==> src/rtl/decode_execute_skid_register.sv <==
// Purpose: decode->execute boundary as a 2-entry valid/ready skid buffer with flush and stall counter.
// Latency: 1 cycle IN->OUT when empty; sustains 1 bundle/cycle while OUT_READY is held high.
// Backpressure: IN_READY comes straight from a flop (low only when the skid entry is in use).
module decode_execute_skid_register #(
  parameter int                    DATA_WIDTH  = 160,
  parameter logic [DATA_WIDTH-1:0] CTRL_MASK   = '0,
  parameter int                    COUNT_WIDTH = 16
) (
  input  logic                   CLK,
  input  logic                   RST,
  input  logic                   FLUSH,
  input  logic                   IN_VALID,
  output logic                   IN_READY,
  input  logic [DATA_WIDTH-1:0]  IN_DATA,
  output logic                   OUT_VALID,
  input  logic                   OUT_READY,
  output logic [DATA_WIDTH-1:0]  OUT_DATA,
  output logic [1:0]             OCCUPANCY,
  input  logic                   CLEAR_COUNT,
  output logic [COUNT_WIDTH-1:0] STALL_CYCLES
);

  typedef enum logic [1:0] {
    ST_EMPTY = 2'd0,
    ST_BUSY  = 2'd1,
    ST_FULL  = 2'd2
  } state_t;

  localparam logic [COUNT_WIDTH-1:0] CNT_MAX = {COUNT_WIDTH{1'b1}};
  localparam logic [COUNT_WIDTH-1:0] CNT_ONE = {{(COUNT_WIDTH-1){1'b0}}, 1'b1};

  state_t                  state_q, state_d;
  logic                    in_ready_q, in_ready_d;
  logic [DATA_WIDTH-1:0]   main_q, main_d;
  logic [DATA_WIDTH-1:0]   skid_q, skid_d;
  logic [COUNT_WIDTH-1:0]  cnt_q, cnt_d;
  logic                    in_fire;
  logic                    out_fire;

  assign in_fire  = IN_VALID & in_ready_q;
  assign out_fire = OUT_VALID & OUT_READY;

  // State, ready flop, storage and counter registers; reset empties both entries.
  always_ff @(posedge CLK or posedge RST) begin
    if (RST) begin
      state_q    <= ST_EMPTY;
      in_ready_q <= 1'b1;
      main_q     <= '0;
      skid_q     <= '0;
      cnt_q      <= '0;
    end else begin
      state_q    <= state_d;
      in_ready_q <= in_ready_d;
      main_q     <= main_d;
      skid_q     <= skid_d;
      cnt_q      <= cnt_d;
    end
  end

  // Next-state: flush always drops to EMPTY; otherwise track how many entries are held.
  always_comb begin
    state_d = state_q;
    if (FLUSH) begin
      state_d = ST_EMPTY;
    end else begin
      case (state_q)
        ST_EMPTY: if (in_fire) state_d = ST_BUSY;
        ST_BUSY: begin
          if (in_fire && !out_fire)      state_d = ST_FULL;
          else if (!in_fire && out_fire) state_d = ST_EMPTY;
        end
        ST_FULL:  if (out_fire) state_d = ST_BUSY;
        default:  state_d = ST_EMPTY;
      endcase
    end
    // Ready for next cycle is known now, so the output is a plain flop.
    in_ready_d = (state_d != ST_FULL);
  end

  // Storage loads: main feeds execute, skid catches the bundle accepted while execute stalls.
  always_comb begin
    main_d = main_q;
    skid_d = skid_q;
    if (FLUSH) begin
      // Kill side effects of the bundle left on OUT_DATA; payload bits just hold.
      main_d = main_q & ~CTRL_MASK;
    end else begin
      case (state_q)
        ST_EMPTY: if (in_fire) main_d = IN_DATA;
        ST_BUSY: begin
          if (in_fire && out_fire) main_d = IN_DATA;
          else if (in_fire)        skid_d = IN_DATA;
        end
        ST_FULL:  if (out_fire) main_d = skid_q;
        default:  main_d = main_q;
      endcase
    end
  end

  // Saturating back-pressure counter; clear wins, flush has no effect on it.
  always_comb begin
    cnt_d = cnt_q;
    if (CLEAR_COUNT) begin
      cnt_d = '0;
    end else if (OUT_VALID && !OUT_READY && (cnt_q != CNT_MAX)) begin
      cnt_d = cnt_q + CNT_ONE;
    end
  end

  // Outputs decoded from the registered state and storage.
  always_comb begin
    OUT_VALID = 1'b0;
    OCCUPANCY = 2'd0;
    case (state_q)
      ST_BUSY: begin
        OUT_VALID = 1'b1;
        OCCUPANCY = 2'd1;
      end
      ST_FULL: begin
        OUT_VALID = 1'b1;
        OCCUPANCY = 2'd2;
      end
      default: begin
        OUT_VALID = 1'b0;
        OCCUPANCY = 2'd0;
      end
    endcase
    IN_READY     = in_ready_q;
    OUT_DATA     = main_q;
    STALL_CYCLES = cnt_q;
  end

endmodule

==> config.mk <==
export PLATFORM = sky130hd
export DESIGN_NAME = decode_execute_skid_register
export DESIGN_NICKNAME = d
export VERILOG_FILES = /design/src/rtl/decode_execute_skid_register.sv
export SDC_FILE = /design/constraint.sdc
export NUM_CORES = 1
export LEC_CHECK = 0
export ABC_AREA = 1
export CORE_AREA = 2 2 250 252
export CTS_CLUSTER_SIZE = 30
export DETAILED_ROUTE_END_ITERATION = 6
export DIE_AREA = 0 0 252 254
export PLACE_DENSITY = 0.54
export SLEW_MARGIN = 30
export SYNTH_ARGS = -nofsm -noshare
export SYNTH_HDL_FRONTEND = slang
export SYNTH_SLANG_ARGS = --single-unit
==> constraint.sdc <==
create_clock -name CLK -period 16.8 [get_ports CLK]
set_clock_uncertainty 0.1 [all_clocks]
set_input_delay 3.36 -clock CLK [delete_from_list [all_inputs] [get_ports CLK]]
set_output_delay 3.36 -clock CLK [all_outputs]
set_load 0.05 [all_outputs]
==> impl_results.md <==
- Outcome: complete, no violations
- Synth Warn #: 0
- Sequential area share after synthesis: 55.8%
- Worst Path Required: roughly 17000 ps
- RSZ-0062 raised after global routing: false
- DP Wirelength: slightly above 30000 um
- Final Max Tran Viols: 0
- Max-cap violations: 0
- Post-synth top area share: 55.6%
- Setup Buffers After CTS: 0
- Post-synthesis register bit count: between 300 and 400
- Max VDD drop: 0.0762 mV
- Area growth syn-to-layout: 36.8%
- Drt wl/cell: roughly 16 um
- Die width: 252 um
- Final Cycle Share: a little over a third
- Worst Path Max Fanout: 90
- Pin count of the biggest net entering global routing: ~130
- 1st-iter DRT viols: 896
- CTS Hold Bufs: 0
- Vias in the first global route: 13100
- Mean post-synth cell area: 7.97 um2
- Non-filler instance count after layout: 3014
- Max frequency: 166 MHz
- P_int: around 2.0 mW
- Num CTS Buffers: 43
- Fillers: 6267
- I/O pin cnt: 346
- CP peak stage delay: 600 ps
- Die height: around 250 um
- Syn Inst Count: approximately 1900
- Root Buffer Master: clkbuf_16
- Port Buf Inserts: around 350
- Hold Crit Class: register to register
- DR vias: between 10000 and 15000
- H-Tree Depth: 2
- Total grt overflow: 0
- Slew margin rel.: 38.4%
- Power Total: 3.37 mW
- CP cell instances: clkdlybuf4s50_1, nand2_1, a221oi_4, buf_6, nand2_8, buf_4, nand2_1, nand2_1
- Gpl congestion: ~0.8
- CTS max path bufs: 3
- Synth unique cells: 20
- Synthesized area: 15200 um2
- Sum of negative setup slack: 0 ps
- Resized cells post-CTS: 0
- Final setup fails: 0
- Sw power: between 1 and 1.5 mW
- CTS tree: yes
- Worst EP arrival: approximately 6400 ps
- Most used cell, CP: nand2_1
- Clk_lat worst skew: 560 ps
- Detailed-route DRC error count: 0
- Inst Count DP: around 2900
- Most area-consuming cells after synthesis: dfrtp_1, nand2_1, o21ai_0
- CTS sink count: 339
- Crit path launch type: input port
- DRT Pass-1 Iters: 5
- CTS clk-pin slew, worst paths: 60 ps
- Synthesized Nets: 2080
- Final wirelength: 47500 um
- Logic pwr share: 34.2%
- Ratio of cells with drive above 1 in the final layout: roughly 4.3%
- Power density over the cells: around 160 nW/um2
- Final-report hold violation count: 0
- Row count: 91
- Switching Fraction: 39.2%
- Global-route usage over all layers: 14.7%
- ANT nets after route: 0
- Die area: 64000 um2
- DR vias/cell: 4.45
- Clk network pwr share: 27.9%
- Crit path time final: 6030 ps
- Final nets: 2360
- Initial antenna violation count: 4
- Static leakage: 9.88 nW
- Largest area contributor in the netlist: dfrtp_1
- Sequential Power Share: between 30% and 40%
- Core Region: 61300 um2
- Worst slew pin tran: around 900 ps
- Crit-path slowest cell: buf_6
- Critical path class: input port to register
- Starting Density: 24.8%
- First-pass GRT wire length: 75100 um
- Crit end category: register
power groups by stage:
stage	sequential (mW)	clock (mW)	combinational, mW
finish	1.28	0.938	1.15
global route	1.31	1.01	1.25
CTS	1.28	0.970	1.17
detailed placement	1.29	0	1.16
global placement	1.28	0	1.14
floorplan	1.68	0	0.326
final timing paths:
path                                     startpoint  slack [ps]                        to  cells past startpoint
max reg2reg                    state_q[0]$_DFF_PP0_       13330  OUT_DATA[25]$_DFFE_PP0P_                      8
min reg2reg                OUT_DATA[86]$_DFFE_PP0P_         370  OUT_DATA[86]$_DFFE_PP0P_                      2
max in group asynchronous                       RST       11420   skid_q[103]$_DFFE_PP0P_                      4
min                        OUT_DATA[86]$_DFFE_PP0P_         370  OUT_DATA[86]$_DFFE_PP0P_                      2
min in group asynchronous                       RST        3240    skid_q[26]$_DFFE_PP0P_                      2
max                                        IN_VALID       10770  OUT_DATA[25]$_DFFE_PP0P_                      8
cells in the final DEF, fill, tap and decap left out:
cell type | synthesis | routed
clkinv_8 | 0 | 1
ha_4 | 0 | 1
buf_12 | 0 | 1
nand2_1 | 709 | 708
dfrtp_1 | 338 | 338
o21ai_4 | 0 | 1
ha_1 | 6 | 5
xor2_1 | 4 | 4
nor3_1 | 1 | 1
buf_6 | 0 | 8
clkbuf_16 | 0 | 44
a21oi_1 | 1 | 1
clkinv_2 | 0 | 10
bufinv_16 | 0 | 3
nand3_1 | 170 | 169
inv_8 | 0 | 1
nand4_1 | 15 | 15
nand3_4 | 0 | 1
nor2_1 | 26 | 26
buf_16 | 0 | 1
a22o_1 | 1 | 1
or2_2 | 2 | 2
nand2_8 | 0 | 1
clkbuf_8 | 0 | 8
clkbuf_1 | 72 | 8
inv_6 | 0 | 2
clkinvlp_4 | 0 | 2
buf_4 | 0 | 5
clkinv_4 | 0 | 1
o21ai_0 | 325 | 325
inv_1 | 179 | 178
dfstp_2 | 1 | 1
clkdlybuf4s50_1 | 0 | 345
a221oi_4 | 1 | 1
o21bai_1 | 3 | 3
diode_2 | 0 | 2
metal layers:
| layer | share of wire [%] | global-route usage [%] | up-vias |
|---|---|---|---|
| met2 | 46 | 23.1 | 379 |
| met3 | 6.4 | 3.51 | 88 |
| li1 | - | - | 6608 |
| met5 | 0.019 | 0 | - |
| met4 | 3.1 | 5.31 | 2 |
| met1 | 44 | 19.8 | 6339 |
cell type report:
cell class	instances	area [um2]	area share (%)
antenna	2	5.00	0.0241
timing repair buffer	360	3630	17.4
clock buffer	60	1240	5.97
inverter	179	679	3.27
tap	790	988	4.75
multi-input combinational	1265	5580	26.8
clock inverter	19	198	0.950
sequential	339	8480	40.8
worst max-delay path: cells and delay by family:
family | cells | cell delay [ps]
buffers and inverters | 3 | 1610
AND/OR/NAND/NOR | 4 | 1000
AO/OA/AOI/OAI | 1 | 300
kinds of logic after synthesis:
logic type      synth area share [%]
simple gates                    24.5
flops                           55.8
compound gates                  11.1
buf+inv                         7.87
fa+ha+maj                      0.494
xor+xnor                       0.230
synthesized netlist by cell type:
cell      number
o21bai_1       3
a21oi_1        1
o21ai_0      325
nand3_1      170
nand2_1      709
a22o_1         1
dfstp_2        1
or2_2          2
a221oi_4       1
buf_2         44
o21ai_1        1
nor2_1        26
ha_1           6
xor2_1         4
buf_1          9
nor3_1         1
inv_1        179
nand4_1       15
clkbuf_1      72
dfrtp_1      338
per-stage QoR:
stage	cell area (um2)	hold WS, ps	util (%)	worst slack [ps]
after detailed placement	19300	359	31.5	9880
after global placement	19300	355	31.5	9620
after floorplan	15200	353	-	3950
final	20800	369	34.0	10770
after global routing	20800	385	34.0	10530
after CTS	20800	373	33.9	10470
registers in the layout (all words and copies together), names as in the netlist:
signal        count
IN_READY          1
skid_q          160
state_q           2
STALL_CYCLES     16
OUT_DATA        160
Power figures use the tool's default switching activity.
